<file path="src/rtl/mgc_in_fifo_wait_rx.sv">
// Receive-side buffered input port: a producer pushes words (vz/lz/z) into a
// fifo_sz-deep FIFO that the design pops with its own load/valid handshake (ld/vd/d).
module mgc_in_fifo_wait_rx #(
  parameter int rscid   = 0,
  parameter int width   = 8,
  parameter int fifo_sz = 8,
  parameter int ph_log2 = 3
) (
  input  logic             clk,
  input  logic             srst,
  input  logic             vz,
  input  logic [width-1:0] z,
  output logic             lz,
  input  logic             ld,
  output logic             vd,
  output logic [width-1:0] d,
  output logic [ph_log2:0] size
);

  // A single-entry FIFO still needs one pointer bit to keep the logic uniform.
  localparam int PW = (ph_log2 > 0) ? ph_log2 : 1;
  localparam int CW = ph_log2 + 1;
  localparam logic [PW-1:0] LAST_PTR = PW'(fifo_sz - 1);
  localparam logic [CW-1:0] FULL_CNT = CW'(fifo_sz);

  if (fifo_sz < 1 || ph_log2 < $clog2(fifo_sz) || rscid < 0) begin : g_param_chk
    $error("mgc_in_fifo_wait_rx: illegal parameter combination");
  end

  logic [width-1:0] mem_q [fifo_sz];
  logic [PW-1:0]    wr_ptr_q, wr_ptr_d;
  logic [PW-1:0]    rd_ptr_q, rd_ptr_d;
  logic [CW-1:0]    count_q, count_d;
  logic             push;
  logic             pop;

  // Wrap explicitly at fifo_sz-1 so non-power-of-2 depths work.
  function automatic logic [PW-1:0] ptr_inc(input logic [PW-1:0] p);
    ptr_inc = (p == LAST_PTR) ? {PW{1'b0}} : p + PW'(1);
  endfunction

  assign lz   = ~srst & (count_q != FULL_CNT);
  assign vd   = ~srst & (count_q != {CW{1'b0}});
  assign d    = vd ? mem_q[rd_ptr_q] : {width{1'b0}};
  assign size = srst ? {CW{1'b0}} : count_q;
  assign push = vz & lz;
  assign pop  = ld & vd;

  // Next-state for pointers and occupancy.
  always_comb begin
    wr_ptr_d = wr_ptr_q;
    rd_ptr_d = rd_ptr_q;
    count_d  = count_q;
    if (push) begin
      wr_ptr_d = ptr_inc(wr_ptr_q);
    end else begin
      wr_ptr_d = wr_ptr_q;
    end
    if (pop) begin
      rd_ptr_d = ptr_inc(rd_ptr_q);
    end else begin
      rd_ptr_d = rd_ptr_q;
    end
    case ({push, pop})
      2'b10:   count_d = count_q + CW'(1);
      2'b01:   count_d = count_q - CW'(1);
      default: count_d = count_q;
    endcase
  end

  // Pointer and occupancy registers.
  always_ff @(posedge clk) begin
    if (srst) begin
      wr_ptr_q <= {PW{1'b0}};
      rd_ptr_q <= {PW{1'b0}};
      count_q  <= {CW{1'b0}};
    end else begin
      wr_ptr_q <= wr_ptr_d;
      rd_ptr_q <= rd_ptr_d;
      count_q  <= count_d;
    end
  end

  // Storage is never cleared; push is already blocked while srst is high.
  always_ff @(posedge clk) begin
    if (push) begin
      mem_q[wr_ptr_q] <= z;
    end
  end

endmodule

</file>
<file path="config.mk">
export PLATFORM = sky130hd
export DESIGN_NAME = mgc_in_fifo_wait_rx
export DESIGN_NICKNAME = d
export VERILOG_FILES = /design/src/rtl/mgc_in_fifo_wait_rx.sv
export SDC_FILE = /design/constraint.sdc
export NUM_CORES = 1
export LEC_CHECK = 0
export CAP_MARGIN = 20
export CELL_PAD_IN_SITES_DETAIL_PLACEMENT = 1
export CELL_PAD_IN_SITES_GLOBAL_PLACEMENT = 2
export CORE_MARGIN = 5
export CORE_UTILIZATION = 30
export CTS_CLUSTER_DIAMETER = 40
export CTS_CLUSTER_SIZE = 10
export DETAILED_ROUTE_END_ITERATION = 6
export GPL_ROUTABILITY_DRIVEN = 0
export HOLD_SLACK_MARGIN = 0.03
export PLACE_DENSITY = 0.61
export SYNTH_ARGS = -nofsm -noshare
export SYNTH_HDL_FRONTEND = slang
export SYNTH_SLANG_ARGS = --single-unit
</file>
<file path="constraint.sdc">
create_clock -name clk -period 2.6 [get_ports clk]
set_input_delay 0.26 -clock clk [delete_from_list [all_inputs] [get_ports clk]]
set_output_delay 0.26 -clock clk [all_outputs]
set_load 0.03 [all_outputs]
</file>
-- Yosys cells after proc, flatten, opt, wreduce, memory -nomap -nowiden
Memory sizes are Yosys's and may differ from the RTL's. A register that Yosys moved wholly into a read port is not among the register bits.
Index checks and enable logic that the tools add are counted.
- bits in writable memories: 64
- output and inout bits: 14
- input port bits: 12
- word-level logic and storage cells: 29
- memories kept: 1
- register bits: 10
- memories (memory ; words ; width ; rd ports ; clocked after Yosys merged registers in ; write ports ; RTL line ; text):
    mem_q ; 8 ; 8 ; 1 ; 1 ; 1 ; 30 ; logic [width-1:0] mem_q [fifo_sz];
- equality and inequality tests: 5
- mux-type cells: 9
- $add $sub $neg: 4
- bitwise operators: 5
- reduce and logical (&&, ||, !) cells: 2
- operator list (kind ; number):
    $mux W3 ; 4
    $mux W8 ; 1
    $pmux W4 S2 ; 1
    $add A3 B1 Y3 const B ; 2
    $eq A3 B3 Y1 const B ; 2
    $add A4 B1 Y4 const B ; 1
    $and A1 B1 Y1 ; 4
    $mux W4 ; 1
    $ne A4 B4 Y1 const B ; 1
    $reduce_bool A4 Y1 ; 1
    $sub A4 B1 Y4 const B ; 1
    $eq A2 B1 Y1 const B ; 1
    $eq A2 B2 Y1 const B ; 1
    $mux W1 ; 2
    $reduce_bool A2 Y1 ; 1
    $not A1 Y1 ; 1

-- Longest topological paths before layout
- word-level depth: 5
- gate-level depth with buffers: 12
- depth with buffers taken out: 11

-- Least setup slack after synthesis
No wires, ideal clock.
- path kind: reg2reg
- from: register count_q[1]
- to: memory mem_q[5][0] (enable)
- period minus slack after synthesis: 2394 ps
- stages on the path, launching flop included: 5
- required time: 2215 ps
- setup slack: 206 ps
- library setup time: 385 ps
- data arrival time: 2009 ps
- path buffers: 0
- path through: dfxtp_1 -> nor3_2 -> a21oi_1 -> nand3_1 -> nor3b_1
- cells in the longest elaborated chain, start to end: 5
- ends and longest elaborated chain (what ; RTL line ; text):
    from (decl) ; 33 ; logic [CW-1:0] count_q, count_d;
    from (signal assigned) ; 76 ; count_q <= {CW{1'b0}};
    from (signal assigned) ; 80 ; count_q <= count_d;
    $ne A4 B4 Y1 ; 42 ; assign lz = ~srst & (count_q != FULL_CNT);
    $and A1 B1 Y1 ; 42 ;
    via lz ; 13 ; output logic lz,
    $and A1 B1 Y1 ; 46 ; assign push = vz & lz;
    $mux W1 ; 86 ; if (push) begin
    $mux W1 (not written as such) ; 87 ; mem_q[wr_ptr_q] <= z;
    to (decl) ; 30 ;
The timed path passes the listed nets, and every way through them passes these cells.

==> summary.txt <==
CTS
  • Root Driver: clkbuf_8
  • Post-CTS Setup Inserts: 0
  • Hold-fix buffers at CTS: 0
  • Resized Gates After CTS: 0
  • Deepest clock path buffer count: 2
  • TritonCTS Sinks: 77
  • TritonCTS clock tree: done
  • Clock slew at reported path FFs: 0.08 ns
  • Cts bufs inserted: 9
  • Clock Latency Late Sink: 0.35 ns
  • Htree depth: 3

Layout
  • Number of fill cells in the layout: 1079
  • Area grow syn2layout: 22.2%
  • # diodes: 0
  • Layout Cells excl Fill: 371
  • Final nets: 249
  • Layout cells sized above 1: 21.3%

Routing
  • DR vias/cell: 4.65
  • Detailed Routing Iterations Pass 1: 4
  • Antenna-violating nets left: 0
  • DR iter-0 viols: 65
  • Final wirelength: 6510 um
  • Wire length per cell: 17.5 um
  • DRC viols: 0
  • Total number of vias: 1724

Die
  • Ports: 26
  • Row cnt: 37
  • Die width: 114 um
  • Starting Density: 31.0%
  • Die area: 12900 um^2
  • Core ar.: 10400 um^2
  • Die Ht: 114 um

Setup path
  • CP startpoint kind: flip-flop
  • Crit Path Max Fanout: 16
  • CP Class: flip-flop to output pin
  • Worst r2r dst: count_q[3]$_SDFFE_PP0P_
  • FF-to-FF path depth: 9
  • R2R setup slack: 0.22 ns
  • Critical Path Sink Type: output pin
  • CP arrival: 2.19 ns
  • Worst r2r src: count_q[2]$_SDFFE_PP0P_
  • WP data required: 2.34 ns

Placement
  • Post-placement cell count: 355
  • Input/output buffers: 25
  • Post-DP HPWL: 4260 um

Pwr
  • Power, Total: 0.00273 W
  • Peak VDD IR: 0.242 mV
  • Pwr dens: 692 nW/um^2
  • Leakage: 1.41 nW

Logic synthesis
  • Avg Inst Size Synth: 17.7 um^2
  • Post-synthesis sequential area ratio: 67.5%
  • Synth area leaders: edfxtp_1 (59%), mux4_1 (8.1%), dfxtp_1 (8.1%), mux4_2 (4.2%), mux2i_1 (2.8%)
  • Synth Flop Type: edfxtp_1
  • Top cell type's share of synthesized area: 59.5%
  • Post-synth ARST share: 0%
  • Top post-synthesis cells by count: edfxtp_1 (64), nor2_1 (14), dfxtp_1 (13), mux4_1 (10), mux2i_1 (9)
  • Syn Nets: 202
  • Post-synth EDFFs: 64
  • Library cells used by synthesis: 35
  • Ys Warns: 0
  • Cell Area, Synth: 3230 um^2
  • Synth Instances: 183
  • Synthesized flop and latch total: 77
  • Yosys top cell by area: edfxtp_1
  • Most numerous cell in the Yosys netlist: edfxtp_1

STA
  • Hold WS: 0.540 ns
  • Clk_skew: 0.0129 ns
  • RSZ-0062 raised after global routing: no
  • Final setup fails: 0
  • Max Freq: 0.408 GHz
  • Slew HR: 59.5%
  • Setup tns final: 0 ns
  • Slew Viols, Final: 0
  • Final worst-path cycle share: 94.3%
  • Worst Max-Slew Pin Slew: 0.606 ns
  • Fin. Hold Viols: 0
  • Minimum clock period: 2.45 ns

Global route
  • First-pass GRT wire length: 10300 um
  • Vias in the first global route: 1794
  • Initial antenna violation count: 0
  • GRT Util Overall: 10.8%
  • GRT overflow: 0
  • Largest net degree at the start of global routing: 17

Status
  • Outcome: finished clean

Worst hold path
  • HP Class: flip-flop to flip-flop
  • Hold path depth: 1
  • Min-Delay Endpoint: rd_ptr_q[0]$_SDFFE_PP0N_
  • Hold Crit Start: rd_ptr_q[0]$_SDFFE_PP0N_

Job
  • Max-cap violations: 0
==> how the worst max path moves through the flow <==
stage | slack [ns] | startpoint | depth (start not counted) | to
after detailed placement | 0.1 | srst | 10 | count_q[3]$_SDFFE_PP0P_
after global placement | 0.13 | srst | 10 | count_q[2]$_SDFFE_PP0P_
after global routing | 0.008 | flip-flop | 5 | d[6]
after CTS | 0.04 | flip-flop | 5 | d[1]
final | 0.15 | flip-flop | 5 | d[6]
after floorplan | 0.21 | count_q[1]$_SDFFE_PP0P_ | 4 | mem_q[5][0]$_DFFE_PP_
==> final cells by class <==
class                      count  area, um^2  share of cell area (%)
multi-input combinational     93         958                    24.3
tap                          136         170                    4.31
timing repair buffer          44         413                    10.5
clock inverter                 7        80.1                    2.03
clock buffer                   9         124                    3.14
sequential                    77        2180                    55.3
inverter                       5        21.3                   0.539
==> layer usage <==
| metal | global-route usage (%) | up-vias | wire length [um] |
|---|---|---|---|
| met5 | 0 | - | 0 |
| met4 | 4.51 | 0 | 133 |
| met3 | 2.49 | 11 | 174 |
| met2 | 16.7 | 24 | 3050 |
| li1 | - | 816 | - |
| met1 | 14.5 | 873 | 3150 |
==> state kept, by name, summed over array words and instances (netlist names), named ones only <==
signal    flops
rd_ptr_q      3
count_q       4
wr_ptr_q      3
mem_q        64
==> placed cells by master, fill, tap and decap left out, types with 4 or more instances in the layout <==
cell	netlist	layout
mux4_1	10	10
clkbuf_8	1	9
dlymetal6s2s_1	0	5
a21oi_1	6	6
o21ai_0	5	5
ha_1	7	7
inv_1	4	4
mux4_2	6	6
dfxtp_1	13	13
mux2i_1	9	9
clkdlybuf4s50_1	0	18
buf_4	1	20
nor2_1	14	14
edfxtp_1	64	64
==> power by group <==
part           leakage (nW)  internal [W]  total [W]  switching (W)
logic                 0.624      0.000200   0.000409       0.000209
clock network         0.102      0.000457   0.000930       0.000474
registers             0.684       0.00137    0.00139      0.0000269
total                  1.41       0.00202    0.00273       0.000709
==> critical path, cell delays in order (launching register included) <==
cell and delay (ns):
dfxtp_1 0.36, buf_12 0.18, mux4_2 0.50, mux2i_1 0.16, nor2_1 0.05, clkdlybuf4s50_1 0.59
==> through the flow <==
step	setup slack, ns	utilization (%)	instance area, um^2
6_report	0.149	37.9	3950
3_3_place_gp	0.130	35.8	3730
4_1_cts	0.0410	37.8	3940
5_1_grt	0.00816	37.9	3950
2_1_floorplan	0.206	-	3230
3_5_place_dp	0.0975	35.8	3730
==> logic make-up after synthesis <==
family / count (synthesis) / share of synthesized area, %
AO/OA/AOI/OAI: 15 / 2.75
XOR/XNOR: 3 / 0.813
adder cells (fa/ha/maj): 7 / 2.71
buffers and inverters: 13 / 2.98
flip-flops: 77 / 67.5
multiplexers: 26 / 15.5
AND/OR/NAND/NOR: 42 / 7.75
No activity file was read; power rests on OpenSTA's default activity.
